File: config.mk
export PLATFORM = sky130hd
export DESIGN_NAME = mem_load_unit
export DESIGN_NICKNAME = d
export VERILOG_FILES = /design/src/rtl/mem_load_unit.sv
export SDC_FILE = /design/constraint.sdc
export NUM_CORES = 1
export LEC_CHECK = 0
export BUFFER_PORTS_ARGS = -buffer_cell sky130_fd_sc_hd__buf_4
export CORE_ASPECT_RATIO = 0.8
export CORE_MARGIN = 5
export CORE_UTILIZATION = 45
export CTS_CLUSTER_DIAMETER = 50
export DETAILED_ROUTE_END_ITERATION = 7
export HOLD_SLACK_MARGIN = 0.05
export PLACE_DENSITY = 0.88
export RECOVER_POWER = 50
export SYNTH_ARGS = -nofsm -noshare
export SYNTH_HDL_FRONTEND = slang
export SYNTH_SLANG_ARGS = --single-unit
File: constraint.sdc
create_clock -name clk -period 2.2 [get_ports clk]
set_clock_uncertainty 0.1 [all_clocks]
set_input_delay 0.33 -clock clk [delete_from_list [all_inputs] [get_ports clk]]
set_output_delay 0.33 -clock clk [all_outputs]
set_load 0.05 [all_outputs]
File: src/rtl/mem_load_unit.sv
// mem_load_unit
// Load-side data memory access unit for the MEM stage. Issues a word-aligned
// read over a req/gnt/rvalid handshake, stalls the pipeline until the data
// returns, then extracts the addressed byte/halfword/word and sign- or
// zero-extends it into mem_DM_out for the MEM/WB register.
//
// Ports:
//   clk, rst            clock; synchronous active-low reset
//   ld_valid            MEM stage holds a load (stable while stall=1)
//   ld_addr/size/signed load byte address, size (00 B, 01 H, 10 W), sign-extend
//   stall               freeze IF..MEM pipeline registers
//   dm_req, dm_addr     registered read request and word address
//   dm_gnt, dm_rvalid   memory accepted request / read data valid
//   dm_rdata            read word, little-endian byte lanes
//   mem_DM_out          extended load result (held until the next load ends)
//   mem_ld_done         one-cycle pulse when a load finishes (ok or error)
//   mem_ld_err          error status of the last finished load
module mem_load_unit #(
    parameter int TIMEOUT_CYC = 64,
    parameter int CNT_W       = 7
) (
    input  logic        clk,
    input  logic        rst,
    input  logic        ld_valid,
    input  logic [31:0] ld_addr,
    input  logic [1:0]  ld_size,
    input  logic        ld_signed,
    output logic        stall,
    output logic        dm_req,
    output logic [31:0] dm_addr,
    input  logic        dm_gnt,
    input  logic        dm_rvalid,
    input  logic [31:0] dm_rdata,
    output logic [31:0] mem_DM_out,
    output logic        mem_ld_done,
    output logic        mem_ld_err
);

    typedef enum logic [1:0] {S_IDLE, S_REQ, S_WAIT, S_DONE} state_t;

    localparam logic [CNT_W-1:0] CNT_LAST = CNT_W'(TIMEOUT_CYC - 1);

    state_t            state_reg, state_next;
    logic [1:0]        off_reg, off_next;      // byte offset within the word
    logic [1:0]        size_reg, size_next;
    logic              sext_reg, sext_next;
    logic [CNT_W-1:0]  cnt_reg, cnt_next;
    logic              req_reg, req_next;
    logic [31:0]       dm_addr_reg, dm_addr_next;
    logic [31:0]       out_reg, out_next;
    logic              err_reg, err_next;
    logic              done_reg, done_next;

    logic              misaligned;
    logic [7:0]        lane [4];
    logic [7:0]        byte_val;
    logic [15:0]       half_val;
    logic [31:0]       ext_val;

    // Split the returned word into its byte lanes.
    generate
        for (genvar gi = 0; gi < 4; gi++) begin : g_lane
            assign lane[gi] = dm_rdata[8*gi +: 8];
        end
    endgenerate

    assign byte_val = lane[off_reg];
    assign half_val = off_reg[1] ? dm_rdata[31:16] : dm_rdata[15:0];

    always_comb begin
        ext_val = dm_rdata;
        case (size_reg)
            2'b00:   ext_val = {{24{sext_reg & byte_val[7]}}, byte_val};
            2'b01:   ext_val = {{16{sext_reg & half_val[15]}}, half_val};
            default: ext_val = dm_rdata;
        endcase
    end

    // Reserved size counts as misaligned so it takes the same error path.
    always_comb begin
        misaligned = 1'b0;
        case (ld_size)
            2'b00:   misaligned = 1'b0;
            2'b01:   misaligned = ld_addr[0];
            2'b10:   misaligned = |ld_addr[1:0];
            default: misaligned = 1'b1;
        endcase
    end

    always_ff @(posedge clk) begin
        if (!rst) begin
            state_reg   <= S_IDLE;
            off_reg     <= '0;
            size_reg    <= '0;
            sext_reg    <= 1'b0;
            cnt_reg     <= '0;
            req_reg     <= 1'b0;
            dm_addr_reg <= '0;
            out_reg     <= '0;
            err_reg     <= 1'b0;
            done_reg    <= 1'b0;
        end else begin
            state_reg   <= state_next;
            off_reg     <= off_next;
            size_reg    <= size_next;
            sext_reg    <= sext_next;
            cnt_reg     <= cnt_next;
            req_reg     <= req_next;
            dm_addr_reg <= dm_addr_next;
            out_reg     <= out_next;
            err_reg     <= err_next;
            done_reg    <= done_next;
        end
    end

    always_comb begin
        state_next   = state_reg;
        off_next     = off_reg;
        size_next    = size_reg;
        sext_next    = sext_reg;
        cnt_next     = cnt_reg;
        req_next     = req_reg;
        dm_addr_next = dm_addr_reg;
        out_next     = out_reg;
        err_next     = err_reg;
        done_next    = 1'b0;
        case (state_reg)
            S_IDLE: begin
                if (ld_valid) begin
                    off_next  = ld_addr[1:0];
                    size_next = ld_size;
                    sext_next = ld_signed;
                    if (misaligned) begin
                        state_next = S_DONE;
                        out_next   = '0;
                        err_next   = 1'b1;
                        done_next  = 1'b1;
                    end else begin
                        state_next   = S_REQ;
                        req_next     = 1'b1;
                        dm_addr_next = {ld_addr[31:2], 2'b00};
                        cnt_next     = '0;
                    end
                end
            end
            S_REQ: begin
                // A grant in the final budget cycle is too late: timeout wins.
                if (cnt_reg == CNT_LAST) begin
                    state_next = S_DONE;
                    req_next   = 1'b0;
                    out_next   = '0;
                    err_next   = 1'b1;
                    done_next  = 1'b1;
                end else begin
                    cnt_next = cnt_reg + 1'b1;
                    if (dm_gnt) begin
                        req_next   = 1'b0;
                        state_next = S_WAIT;
                    end
                end
            end
            S_WAIT: begin
                // rvalid is checked first so it beats a coincident timeout.
                if (dm_rvalid) begin
                    state_next = S_DONE;
                    out_next   = ext_val;
                    err_next   = 1'b0;
                    done_next  = 1'b1;
                end else if (cnt_reg == CNT_LAST) begin
                    state_next = S_DONE;
                    out_next   = '0;
                    err_next   = 1'b1;
                    done_next  = 1'b1;
                end else begin
                    cnt_next = cnt_reg + 1'b1;
                end
            end
            S_DONE: begin
                state_next = S_IDLE;
            end
            default: begin
                state_next = S_IDLE;
            end
        endcase
    end

    assign stall       = ((state_reg == S_IDLE) && ld_valid) ||
                         (state_reg == S_REQ) || (state_reg == S_WAIT);
    assign dm_req      = req_reg;
    assign dm_addr     = dm_addr_reg;
    assign mem_DM_out  = out_reg;
    assign mem_ld_done = done_reg;
    assign mem_ld_err  = err_reg;

endmodule

* Word-level counts from Yosys, hierarchy flattened
Index checks and enable logic that the tools add are counted.
** Storage, ports and cells
- Output and inout bits :: 68
- Word-level logic and storage cells :: 82
- Input bits :: 72
- Register bits after elaboration :: 79
** Cells by class
- Reduce and logical (&&, ||, !) cells :: 15
- Add/subtract/negate cells :: 1
- Equal/unequal tests :: 13
- Order comparisons :: 1
- Muxes and demuxes :: 38
- Bitwise gates (word level) :: 4
** Operators by type and width (count)
- 32-bit 2-to-1 mux :: 4
- 32-bit one-hot mux with 3 select lines :: 1
- 32-bit one-hot mux with 2 select lines :: 1
- 7-bit 2-to-1 mux :: 4
- 7-bit one-hot mux with 3 select lines :: 1
- 8-bit binary-select mux with 2-bit select :: 1
- 16-bit 2-to-1 mux :: 1
- 8-bit 2-to-1 mux :: 2
- 1-bit 2-to-1 mux :: 12
- 2-bit 2-to-1 mux :: 6
- 1-bit one-hot mux with 3 select lines :: 3
- 3-bit AND reduction :: 3
- 2-bit inequality test, second input constant :: 4
- 2-bit one-hot mux with 4 select lines :: 1
- 4-bit AND reduction :: 2
- 7-bit by 1-bit adder with 7-bit output, second input constant :: 1
- 7-bit by 6-bit == test with 1-bit output, second input constant :: 1
- 2-bit by 1-bit == test with 1-bit output, second input constant :: 3
- 2-bit == test, second input constant :: 3
- 2-bit zero test :: 3
- 3-bit inequality test, second input constant :: 2
- 3-bit >= comparator, second input constant :: 1
- 2-bit inverter with 3-bit output :: 1
- 3-bit nonzero test :: 1
- other kinds (8) :: 10

* Depth between registers and ports, before layout
Gate-level depths: netlist (run 1).
- Depth in word-level cells :: 8
- Depth in mapped cells :: 8
- Depth with buffers taken out :: 6

* Least setup slack after synthesis (run 1)
Ideal clock, no wire load.
- Kind :: register to register
- Start point :: reg state_reg[0]
- End point :: reg out_reg[1], in the netlist mem_DM_out[1]
- Data required time :: 1.983 ns
- Clock period less this slack :: 2.052 ns
- Cell stages (with the launch flop) :: 9
- Path slack :: 0.148 ns
- Buffers on the path :: 2
- Arrival :: 1.835 ns
- Cell sequence :: dfxtp_1 -> inv_1 -> ha_1 -> buf_2 -> nor2b_1 -> a221oi_4 -> a21oi_2 -> buf_2 -> a22o_1
** Between the ends
- Longest elaborated chain between the ends :: 3
- Elaborated cells on any way between the ends :: 8
- Classes of those cells :: eq/ne (4); mux (1); reduce/logical (3)
** RTL lines
- start, declared :: line 43 : state_t state_reg, state_next;
- start signal, assigned :: line 103 : state_reg <= state_next;
- 2-bit by 1-bit == test with 1-bit output, or another cell as far along :: line 127 : case (state_reg)
- 3-bit nonzero test (no source line) / 2-bit inequality test (equally long branches)
- 3-bit AND reduction (no source line)
- end signal, assigned :: line 110 : out_reg <= out_next;
- end, declared :: line 50 : logic [31:0] out_reg, out_next;
Several ways; a longest one is shown, not always the timed one.
A chain may end at the register's enable or synchronous reset.

* Final worst setup path (run 1)
- Start point :: reg state_reg[1]
- End point :: reg out_reg[30], in the netlist mem_DM_out[30]
Same word-level chain as after synthesis.

==> metrics, run 1 <==
Netlist Area Pre-Place 3845 µm²; P&R area growth vs syn 28.73%; WS Path Type reg -> reg; core area 8408 µm²; total power 4.681 mW; antenna diode count 0; gr ovfl total 0; Internal Power ~2.8 mW; crit-path max cell delay 0.39 ns; Min-Delay Path Class in -> reg; Synth Warn # 0; CP max-delay cell dfxtp_1; final core utilization 0.5887; cell area power density ~950 nW/µm²; outcome finished clean; Pins Over Slew Limit 0; starting density of the core 0.4573; drt first pass iters 5; drt drc 0; VDD IR-drop max between 0.0004 and 0.0005 V; first-pass GRT wire length 18.43 mm; Critical Path AT 2.25 ns; WP data required around 2.4 ns; max-cap check violation count 0; relative slew slack 0.3303; startpoint types flop; Seq/Total Area, Yosys 0.4113; CP Capture Type flop; Seq pwr share 0.356; Critical Path, Cell by Cell inv_1 -> ha_2 -> nor2b_1 -> a221oi_4 -> clkbuf_1 -> o311ai_4 -> buf_12 -> o2bb2ai_1; Clk pwr share 0.235; Max Clock Freq 481.8 MHz; cell family with most CP delay compound AO/OA/AOI/OAI gates; Worst-Margin Slew 1.002 ns; Max FO, Critical Path 17; IO Count 140; fin nets 635; Skew-Pair Late Insertion Delay ~0.35 ns; Post-synth ARST share 0; layout cells sized above 1 0.2295; gpl congestion 0.9099; width of the die about 110 µm; cts bufs inserted 9; syn avg cell area 8.963 µm²; CTS max path bufs 2; chip height 92.68 µm; Routed Antenna Nets 0; Yosys reg bits 79; crit path buf inv count 3; Clock transition at path regs 0.09 ns; Top FF cell, synth dfxtp_1; Final Hold Vio Count 0; Initial DRC Count 240; post-DP HPWL 8.540 mm; largest net degree at the start of global routing 40; max reg flops 32; combinational fraction of design power 0.409; die area between 10000 and 15000 µm²; H-Tree Level Count 3; port bufs 137; Rows 30; via/cell ratio 5.595; gate count after technology mapping 429; gr usage total 0.2150; fin crit period 2.075 ns; final wirelength approximately 11 mm; setup violators final 0; Sw Share 0.4051; clk sinks 79; post-DR wirelength/cell 16.91 µm; Via Count 3771; RSZ-0062 raised after global routing no; initial antenna violation count 0; fin crit share 0.9434; Root Buffer clkbuf_8; Unique masters post-synth 52; switching power about 1.9 mW; CTS tree built; EDFF count, synth 0; Leakage 1.808 nW; vias in the first global route 3668
==> power groups by stage <==
stage               sequential (mW)  combinational (mW)  clock, mW
floorplan                      1.93                1.12          0
global placement               1.69                1.90          0
detailed placement             1.70                1.96          0
CTS                            1.67                1.96       1.12
global route                   1.69                2.09       1.19
finish                         1.67                1.91       1.10
==> timing repair <==
item | in CTS | in global routing
setup buffers | 0 | 1
pin swaps | 0 | 1
resized for setup | 1 | 3
hold buffers | 0 | 0
endpoints found under the setup margin | 5 | 52
==> metrics by stage <==
step	TNS, ns	area, µm²	hold WS, ns	setup slack [ns]	instances
6_report	0	4950	0.1182	0.1245	674
5_1_grt	0	4950	0.1006	0.01122	674
4_1_cts	0	5166	0.1035	0.008250	673
3_5_place_dp	-0.08853	4967	0.3440	-0.03577	657
3_3_place_gp	0	4967	0.3279	0.1261	657
2_1_floorplan	0	3849	0.3192	0.1481	430
==> worst register-to-register path, cell delays in order (launching register included) <==
cell	delay (ns)
dfxtp_1	0.39
inv_1	0.11
ha_2	0.22
nor2b_1	0.16
a221oi_4	0.28
clkbuf_1	0.24
o311ai_4	0.14
buf_12	0.19
o2bb2ai_1	0.18
==> synth_stat cells, types with 3 or more instances <==
cell type | instances | area [µm²]
nand2_1 | 73 | 274.0
o31ai_1 | 5 | 37.54
o22ai_1 | 8 | 50.05
mux4_2 | 8 | 180.2
clkbuf_1 | 18 | 67.56
nand3_1 | 8 | 40.04
o2bb2ai_1 | 14 | 122.6
buf_4 | 3 | 22.52
a21o_1 | 3 | 22.52
ha_1 | 6 | 75.07
nor3_1 | 3 | 15.01
o2bb2ai_2 | 10 | 150.1
or4_1 | 6 | 45.04
dfxtp_1 | 79 | 1582
a22o_1 | 14 | 122.6
mux2i_1 | 3 | 30.03
inv_1 | 7 | 26.28
a211oi_1 | 8 | 60.06
nor2b_1 | 15 | 93.84
a221oi_1 | 7 | 61.31
o21ai_1 | 3 | 15.01
buf_2 | 11 | 55.05
nor2_1 | 19 | 71.32
o21ai_0 | 4 | 20.02
a21oi_1 | 61 | 305.3
==> cells by family after synthesis <==
| logic type | synth area share |
|---|---|
| buf+inv | 0.04946 |
| fa+ha+maj | 0.01952 |
| other cells | 0.0009753 |
| compound gates | 0.2965 |
| simple gates | 0.1647 |
| mux | 0.05760 |
| flops | 0.4113 |
==> area by class of cell <==
cell class | count | area [µm²]
Fill cell | 810 | 3458
Multi-Input combinational cell | 309 | 2093
Sequential cell | 79 | 1583
Timing Repair Buffer | 151 | 910.9
Tap cell | 112 | 140.1
Clock buffer | 11 | 131.4
Clock inverter | 5 | 65.06
Inverter | 7 | 26.28
==> metal layers <==
layer,global-route usage,share of wire,up-vias
met2,0.3580,0.50,146
met4,0.06707,0.022,0
met3,0.06401,0.073,26
met1,0.2679,0.41,1766
met5,0,0,-
li1,-,-,1833
==> cells in the final DEF, fill, tap and decap left out, types with 4 or more instances in the layout <==
cell type  synthesis  routed
inv_1              7       7
o2bb2ai_2         10      10
a21oi_1           61      61
nand2_1           73      72
o21ai_0            4       4
a221oi_1           7       7
ha_1               6       5
nor2b_1           15      15
o31ai_1            5       5
clkbuf_8           0       9
a211oi_1           8       8
buf_4              3      83
clkbuf_1          18      68
or4_1              6       6
nor2_1            19      19
o2bb2ai_1         14      14
a22o_1            14      14
dfxtp_1           79      78
mux4_2             8       8
nand3_1            8       8
o22ai_1            8       8
==> worst paths after layout <==
kind                start              to  slack, ns  cells after the start
max          state_reg[1]  mem_DM_out[30]       0.12                      8
min           ld_addr[26]     dm_addr[26]       0.12                      3
max reg2reg  state_reg[1]  mem_DM_out[30]       0.12                      8
min reg2reg   dm_addr[10]     dm_addr[10]       0.36                      2
Power figures use the tool's default switching activity.
==> run 2: changes to the inputs <==
- CELL_PAD_IN_SITES_DETAIL_PLACEMENT: not set -> 0
- CELL_PAD_IN_SITES_GLOBAL_PLACEMENT: not set -> 2
- CORE_UTILIZATION: 45 -> 26
- MAX_ROUTING_LAYER: not set -> met4
==> run 2 against run 1 <==
  * Sequential cell count did not move
  * Non-clock buffer count increased by 5
  * Fmax shrank 0.43%
  * Critical path depth shrank 1
  * Clock power up 36%
  * Setup slack worse by 0.0089 ns
  * Wire length increased by 6.0%
  * Sequential share of layout area fell by 1.3 points
  * Total power rose by 8.9%
  * Design area grew 4.3%
  * Sequential power barely moved
  * Global-route usage down 7.4 points
  * Critical path type unchanged
  * Highest routed layer unchanged
==> metrics, run 2 (synthesis gave the netlist of run 1 again) <==
starting density of the core 0.2671 (-0.1902); outcome finished clean; CTS tree built; Fill cells 1518 (+87%); Leakage 1.870 nW (+3.4%); Via Count 3695 (-2.0%); gr usage total 0.1405 (-0.07450); Rows 39 (+30%); post-DP HPWL 9.140 mm (+7.0%); setup violators final 0 (unchanged); Pins Over Slew Limit 0 (unchanged); Initial DRC Count 250 (+4.2%); fin nets 640 (+0.79%); cell family with most CP delay compound AO/OA/AOI/OAI gates; relative slew slack 0.2071 (-0.1233); max-cap check violation count 0 (unchanged); Critical Path, Cell by Cell inv_1 -> ha_1 -> nor2b_1 -> o221ai_1 -> a21oi_4 -> buf_4 -> o2bb2ai_1; layout cells sized above 1 0.2346 (+0.005031); width of the die 146.0 µm (+29%); total power 5.099 mW (+8.9%); chip height 118.8 µm (+28%); cell area power density 987.4 nW/µm² (+4.4%); VDD IR-drop max 0.0003792 V (-13%); startpoint types flop; Critical Path AT 2.25 ns (about the same); fin crit share 0.9474 (+0.004058); via/cell ratio 4.920 (-12%); crit-path max cell delay 0.37 ns (-0.02 ns); gpl congestion 0.8578 (-5.7%); placed insts 734 (+12%); Min-Delay Path Class in -> reg; gr ovfl total 0 (unchanged); clk sinks 79 (unchanged); Finished Layout Cells 751 (+11%); max reg flops 32 (unchanged); CP max-delay cell buf_4; WS Path Type reg -> reg; CP Capture Type flop; first-pass GRT wire length 19.23 mm (+4.3%); TNS Setup 0 ns (unchanged); most common cell after layout, fill and taps aside buf_4; post-DR wirelength/cell 16.08 µm (-4.9%); initial antenna violation count 0 (unchanged); IO Count 140 (unchanged); cts bufs inserted 9 (unchanged); P&R area growth vs syn 34.30%; Routed Antenna Nets 0 (unchanged); commonest non-fill, non-tap cells in the layout 89 x buf_4, 78 x dfxtp_1, 73 x nand2_1, 67 x clkbuf_1, 61 x a21oi_1; fin crit period 2.084 ns (+0.008927 ns); drt drc 0 (unchanged); final wirelength 12.08 mm (+6.0%); port bufs 137 (unchanged); Max FO, Critical Path 24 (+7); Clock transition at path regs 0.06 ns (-0.03 ns); Root Buffer clkbuf_16; antenna diode count 0 (unchanged); hold buffers post-CTS 0 (unchanged); Worst-Margin Slew 1.189 ns (+0.1862 ns); WP data required 2.37 ns (about the same); Final Hold Vio Count 0 (unchanged); vias in the first global route 3677 (+0.25%); crit path buf inv count 2 (-1); CTS max path bufs 2 (unchanged); largest net degree at the start of global routing 40 (unchanged); die area 17340 µm² (+65%); Skew-Pair Late Insertion Delay 0.34 ns (about the same); drt first pass iters 4 (-1); Max Clock Freq 479.8 MHz (-0.43%); core area 14400 µm² (+71%); H-Tree Level Count 3 (unchanged)
run 2: changes by cell type in the layout (fill, tap and decap cells not counted), sizes merged:
cell      change
clkbuf        -1
buf           +5
clkinvlp      +2
inv           -2
clkinv        +1
run 2: per-stage QoR:
step	utilization	hold slack, ns	instance area [µm²]	setup slack (ns)
final	0.3587	0.1304	5164	0.1156
after global routing	0.3587	0.1218	5164	-0.006610
after CTS	0.3739	0.1151	5383	0.04751
after detailed placement	0.3531	0.3485	5082	0.06685
after global placement	0.3531	0.3352	5082	0.1672
after floorplan	-	0.3192	3849	0.1481
run 2: final timing paths:
kind,from,end,slack [ns],cells past startpoint
min reg2reg,cnt_reg[6],cnt_reg[6],0.35,2
max reg2reg,state_reg[0],mem_DM_out[12],0.12,7
min,ld_addr[12],dm_addr[12],0.13,3
max,state_reg[0],mem_DM_out[12],0.12,7
run 2: what timing repair did:
item                                    4_1_cts  5_1_grt
resized for setup                             0        2
endpoints found under the setup margin        0       25
buffers inserted                              0        1
run 2: area by class of cell:
cell class,count,area [µm²],share of cell area
Inverter,7,26.28,0.005088
Multi-Input combinational cell,309,2088,0.4044
Timing Repair Buffer,156,935.9,0.1812
Clock buffer,10,229.0,0.04434
Clock inverter,6,71.32,0.01381
Tap cell,184,230.2,0.04458
Sequential cell,79,1583,0.3065
run 2: where the power goes:
part / internal (mW) / leakage [nW] / total [mW] / switching [mW]
clock: 0.884 / 0.139 / 1.50 / 0.612
combinational: 0.695 / 1.09 / 1.95 / 1.25
sequential: 1.56 / 0.641 / 1.66 / 0.101
run 2: tightest hold or removal path: stages:
cell	delay, ns
buf_4	0.11
nand2_1	0.04
a21oi_1	0.05
run 2: metal layers:
metal  part of all wire  GRT usage  vias to the layer above
met2               0.48     0.2236                      113
met3              0.060    0.03711                       22
met4              0.024    0.04923                        0
li1                   -          -                     1835
met5                  0          -                        -
met1               0.43     0.1728                     1725
